$ cat config.mk
export PLATFORM = sky130hd
export DESIGN_NAME = if_stage
export DESIGN_NICKNAME = d
export VERILOG_FILES = /design/src/rtl/if_stage_pkg.sv /design/src/rtl/if_stage_perf_cnt.sv /design/src/rtl/if_stage.sv
export SDC_FILE = /design/constraint.sdc
export NUM_CORES = 1
export LEC_CHECK = 0
export CAP_MARGIN = 40
export CELL_PAD_IN_SITES_DETAIL_PLACEMENT = 1
export CELL_PAD_IN_SITES_GLOBAL_PLACEMENT = 1
export CORE_ASPECT_RATIO = 0.75
export CORE_MARGIN = 5
export CORE_UTILIZATION = 28
export DETAILED_ROUTE_END_ITERATION = 8
export PLACE_DENSITY = 0.95
export SLEW_MARGIN = 0
export SYNTH_ARGS = -nofsm -noshare
export SYNTH_HDL_FRONTEND = slang
export SYNTH_SLANG_ARGS = --single-unit
$ cat constraint.sdc
create_clock -name clk -period 4 [get_ports clk]
set_input_delay 0.8 -clock clk [delete_from_list [all_inputs] [get_ports clk]]
set_output_delay 0.8 -clock clk [all_outputs]
set_load 0.1 [all_outputs]
$ cat src/rtl/if_stage_pkg.sv
// Shared constants for the instruction-fetch stage: IF->ID bus width and FSM state encodings.
package if_stage_pkg;

  localparam int IF_TO_ID_BUS_WIDTH = 65;
  localparam int IF_STATE_WIDTH     = 2;

  typedef enum logic [IF_STATE_WIDTH-1:0] {
    IF_STATE_BOOT  = 2'd0,
    IF_STATE_FETCH = 2'd1,
    IF_STATE_STALL = 2'd2
  } if_state_e;

endpackage

$ cat src/rtl/if_stage_perf_cnt.sv
// Saturating fetch/stall performance counters for the IF stage.
// Only built when IF_PERF_CNT_EN is defined.
`ifdef IF_PERF_CNT_EN
module if_perf_cnt (
  input  logic        clk,
  input  logic        rst,
  input  logic        fetch_inc_i,
  input  logic        stall_inc_i,
  output logic [31:0] fetch_cnt_o,
  output logic [31:0] stall_cnt_o
);

  logic [31:0] fetch_cnt_q, fetch_cnt_d;
  logic [31:0] stall_cnt_q, stall_cnt_d;

  // Counters stick at all-ones instead of wrapping.
  always_comb begin
    fetch_cnt_d = fetch_cnt_q;
    stall_cnt_d = stall_cnt_q;
    if (fetch_inc_i && (fetch_cnt_q != 32'hFFFF_FFFF)) fetch_cnt_d = fetch_cnt_q + 32'd1;
    if (stall_inc_i && (stall_cnt_q != 32'hFFFF_FFFF)) stall_cnt_d = stall_cnt_q + 32'd1;
  end

  always_ff @(posedge clk or posedge rst) begin
    if (rst) begin
      fetch_cnt_q <= 32'd0;
      stall_cnt_q <= 32'd0;
    end else begin
      fetch_cnt_q <= fetch_cnt_d;
      stall_cnt_q <= stall_cnt_d;
    end
  end

  assign fetch_cnt_o = fetch_cnt_q;
  assign stall_cnt_o = stall_cnt_q;

endmodule
`endif

$ cat src/rtl/if_stage.sv
// Instruction-fetch stage: owns the PC, drives IROM address, hands {pc4, pc, int_flag} to ID.
// Optional performance counters are enabled with IF_PERF_CNT_EN.
module if_stage
  import if_stage_pkg::*;
#(
  parameter logic [31:0] RESET_PC = 32'h0000_0000
) (
  input  logic                          clk,
  input  logic                          rst,
  input  logic                          br_taken,
  input  logic [31:0]                   br_target,
  input  logic                          int_assert,
  input  logic [31:0]                   int_addr,
  input  logic                          hold_flag_if,
  input  logic                          id_allow_in,
  output logic [31:0]                   irom_addr,
  output logic [IF_TO_ID_BUS_WIDTH-1:0] if_to_id_bus,
  output logic                          if_to_id_valid
`ifdef IF_PERF_CNT_EN
  ,
  output logic [31:0]                   fetch_cnt,
  output logic [31:0]                   stall_cnt
`endif
);

  if_state_e   state_q, state_d;
  logic [31:0] pc_q, pc_d;
  logic        int_flag_q, int_flag_d;
  logic [31:0] pc4;
  logic        if_valid;
  logic        xfer;

  assign if_valid       = (state_q != IF_STATE_BOOT);
  assign pc4            = pc_q + 32'd4;
  assign if_to_id_valid = if_valid && !hold_flag_if && !br_taken && !int_assert;
  assign xfer           = if_to_id_valid && id_allow_in;

  always_comb begin
    state_d = state_q;
    case (state_q)
      IF_STATE_BOOT:  state_d = IF_STATE_FETCH;
      IF_STATE_FETCH: if (hold_flag_if) state_d = IF_STATE_STALL;
      IF_STATE_STALL: if (!hold_flag_if) state_d = IF_STATE_FETCH;
      default:        state_d = IF_STATE_BOOT;
    endcase
  end

  // CLINT redirect beats branch, which beats sequential advance; redirects apply even in BOOT/STALL.
  always_comb begin
    pc_d       = pc_q;
    int_flag_d = int_flag_q;
    if (int_assert) begin
      pc_d       = int_addr & ~32'h3;
      int_flag_d = 1'b1;
    end else if (br_taken) begin
      pc_d       = br_target & ~32'h3;
      int_flag_d = 1'b0;
    end else if (xfer) begin
      pc_d       = pc4;
      int_flag_d = 1'b0;
    end
  end

  always_ff @(posedge clk or posedge rst) begin
    if (rst) begin
      state_q    <= IF_STATE_BOOT;
      pc_q       <= RESET_PC;
      int_flag_q <= 1'b0;
    end else begin
      state_q    <= state_d;
      pc_q       <= pc_d;
      int_flag_q <= int_flag_d;
    end
  end

  assign irom_addr    = pc_q;
  assign if_to_id_bus = {pc4, pc_q, int_flag_q};

`ifdef IF_PERF_CNT_EN
  if_perf_cnt u_perf_cnt (
    .clk         (clk),
    .rst         (rst),
    .fetch_inc_i (xfer),
    .stall_inc_i (if_valid && !xfer && !br_taken && !int_assert),
    .fetch_cnt_o (fetch_cnt),
    .stall_cnt_o (stall_cnt)
  );
`endif

endmodule

* Yosys cells after proc, flatten, opt, wreduce, memory -nomap -nowiden
Cells that the tools add are included.
Word-level totals: flip-flop bits (word level) 35, input port bits 70, output and inout bits 98, word-level logic and storage cells 28
Cells by class: add/sub/neg operators 1, reduce and logical (&&, ||, !) cells 11, mux-type cells 9, equal/unequal tests 4
Operator list (count):
- 32-bit two-way mux | 3
- 32-bit by 3-bit adder with 32-bit output, second input constant | 1
- 2-bit case mux with 3 select lines | 1
- 1-bit logical AND | 4
- 2-bit two-way mux | 2
- 2-bit != test, second input constant | 2
- 1-bit logical NOT | 3
- 1-bit two-way mux | 3
- 3-bit nonzero test | 1
- 2-bit by 1-bit equality test with 1-bit output, second input constant | 1
- 2-bit equality test, second input constant | 1
- 2-bit logical NOT | 1
- 2-bit AND reduction | 1
- 2-bit nonzero test | 1

* Depth between registers and ports, before layout
depth after elaboration 8, gate-level depth with buffers 7, mapped depth without buffers 6

* Least setup slack after synthesis
OpenSTA, ideal clock, no wires.
path type reg2out, start point reg pc_q[3] (netlist: irom_addr[3]), end point out if_to_id_bus[53], stages on the path, launching flop included 6, required time 3.200 ns, setup slack -0.569 ns, data arrival time 3.769 ns, path buffers 0, cell sequence dfrtp_1 > ha_1 > nand4_1 > nor4_4 > nand3_2 > xnor2_1
Between the ends: longest elaborated chain between the ends 1
RTL lines:
- start: declaration | RTL line if_stage.sv:27 | logic [31:0] pc_q, pc_d;
- start signal: assignment | RTL line if_stage.sv:71 | pc_q <= pc_d;
- 32-bit by 3-bit adder with 32-bit output | RTL line if_stage.sv:34 | assign pc4 = pc_q + 32'd4;
- end: declaration | RTL line if_stage.sv:17 | output logic [IF_TO_ID_BUS_WIDTH-1:0] if_to_id_bus,
Every way passes these cells.

* Worst setup path in the final report
start point reg pc_q[3] (netlist: irom_addr[3]), end point out if_to_id_bus[63]
Same word-level chain as after synthesis.

==> metrics.yaml <==
area_growth_pct: 98.7
p_leak_nw: 2.31
final_max_slew_viol_count: 0
synth-seq-cells: 33
clk_latency_ns: 0.28
multi_input_area_um2: 1770
yosysWarnings: 0
cp-end-kind: "output port"
dr.pass1.iters: 4
portBuffers: 157
synth_seq_area_share_pct: 29.8
maxSlewHeadroom_pct: 45.4
cts_root_buf: "clkbuf_16"
tns_ns: 0
startpoint_type: "register"
critical_path.cell_chain: "ha_1 -> nand4_1 -> nor4_4 -> nand3_1 -> xnor2_2 -> buf_4"
power.density_nw_per_um2: 429
routed-via-count: 3328
fin_crit_ns: 3.63
setup.worst_path.class: "reg2out"
initial_core_util_pct: 28.7
drc: 0
layout_common_cells: "clkdlybuf4s50_1 (128), buf_8 (60), buf_4 (38)"
finalNetCount: 588
cts_tree: "done"
hold_violations: 0
cts_buffers: 5
final-seq-area_um2: 826
path_clk_slew_ns: 0.05
grt_max_degree: 37
grt_pass1_wl_um: 22000
die_height_um: 96.1
peakVddDrop_mv: 0.260
wl_per_cell_um: 21.6
hold_buffers: 0
nFillCells: 1057
grt_overflow: 0
wirelength_um: 14100
globalplace.congestion: 0.850
utilization_pct: 57.0
syn_area_per_cell_um2: 8.50
worst_pin_slew_ns: 0.813
die_w_um: 125
required_ns: 3.20
ys.flop_type: "dfrtp_1"
path_max_fanout: 9
grt_pass1_vias: 3857
final.setup_skew_ns: 0.00435
netlist_instances: 326
antenna_found_initial: 0
status: "completed"
async_flop_share_pct: 100
synth_cell_types: 45
syn_area_um2: 2770
cap_violations: 0
final-setup-viol-count: 0
die-area_um2: 12000
synth_edf_count: 0
drtIter0Drc: 128
mostFrequentLayoutCell: "clkdlybuf4s50_1"
cts.repair.resized: 0
min_path_type: "reg2reg"
numClockSinks: 33
antenna_left: 0
cts_buffer_depth: 2
antenna_cells: 0
arrival_ns: 2.83
rsz0062_at_grt: "false"
post_cts_buffers: 0
track_usage_pct: 23.2
core_um2: 9660
slowest_stage: "nor4_4"
fp-row-count: 31
cp_slowest_stage_delay_ns: 0.74
fmax_mhz: 275
min_period_over_period_pct: 90.8
hpwlAfterDp_um: 11400
ios: 168
drive_gt1_share_pct: 27.8
ctsHtreeMaxLevel: 2
drt-vias-per-instance: 5.12
worst max-delay path, delay by kind of cell, from the launching register on:
| family | cells | cell delay (ns) |
|---|---|---|
| buffers and inverters | 1 | 0.32 |
| xor gates and xnor gates | 1 | 0.21 |
| DFF | 1 | 0.47 |
| adders and majority gates | 1 | 0.34 |
| and+or+nand+nor | 3 | 1.21 |
layout make-up:
type / count / share of cell area, %
Multi-Input combinational cell: 239 / 32.2
Tap cell: 132 / 3.00
Clock buffer: 8 / 2.48
Sequential cell: 33 / 15.0
Inverter: 7 / 0.477
Timing Repair Buffer: 231 / 46.9
metrics by stage:
step / cell area (µm²) / power, mW / hold slack, ns / setup slack, ns / cells
after floorplan: 2960 / 1.46 / 0.485 / 0.0158 / 331
after global placement: 4380 / 1.73 / 0.495 / 0.857 / 578
after detailed placement: 5370 / 2.00 / 0.503 / 0.720 / 642
after CTS: 5510 / 2.38 / 0.516 / 0.393 / 650
after global routing: 5510 / 2.44 / 0.549 / 0.264 / 650
final: 5510 / 2.36 / 0.514 / 0.366 / 650
cell families after synthesis:
family          count (synthesis)  synth area share [%]
other cells                     1                 0.135
buf+inv                        59                  13.2
fa+ha+maj                       1                 0.452
mux                             8                  2.98
simple gates                  110                  22.4
compound gates                 68                  16.4
flops                          33                  29.8
xor+xnor                       46                  14.5
power by group:
| group | total, mW | switching [mW] | internal (mW) |
|---|---|---|---|
| sequential | 0.469 | 0.0938 | 0.375 |
| clock | 0.371 | 0.139 | 0.232 |
| combinational | 1.52 | 1.02 | 0.501 |
registers in the layout (all words and copies together) (netlist names):
name,cells
irom_addr,30
int_flag_q,1
state_q,2
worst paths after layout:
kind | startpoint | end | slack (ns) | cells past startpoint
min | int_flag_q | int_flag_q | 0.51 | 1
max in group asynchronous | rst | irom_addr[15] | 2.35 | 3
max | irom_addr[3] | if_to_id_bus[63] | 0.37 | 6
min in group asynchronous | rst | irom_addr[27] | 0.93 | 2
min reg2reg | int_flag_q | int_flag_q | 0.51 | 1
max reg2reg | irom_addr[3] | irom_addr[20] | 1.35 | 6
metal layers:
metal	global-route usage [%]	share of wire, %	vias to the layer above
met2	42.0	50	173
li1	-	-	1495
met4	7.13	2.8	0
met5	0	0	-
met3	6.27	7.9	34
met1	27.4	39	1626
synth_stat cells, types with 2 or more instances:
master      n  area, µm²
inv_1       6       22.5
a2bb2oi_1   3       26.3
buf_2       5       25.0
o311ai_1    2       17.5
a21oi_1    10       50.1
nor4_1      2       12.5
nor4_4      2       42.5
or3_1       2       12.5
clkbuf_1    9       33.8
a221o_1     4       40.0
xnor2_1    28        245
nand3_1    18       90.1
nand4_4     2       42.5
nand4_1    13       81.3
xor2_1     18        158
o21a_1      2       15.0
nor3_1      5       25.0
o22ai_1     3       18.8
o21ai_0    19       95.1
a22oi_1    18        135
mux2_2      2       22.5
and4_1      3       26.3
dfrtp_1    33        826
mux2i_1     6       60.1
buf_4      37        278
and3_1      3       18.8
and2_1      6       37.5
nor2_1     13       48.8
nand2_1    36        135
No activity file was read; power rests on OpenSTA's default activity.
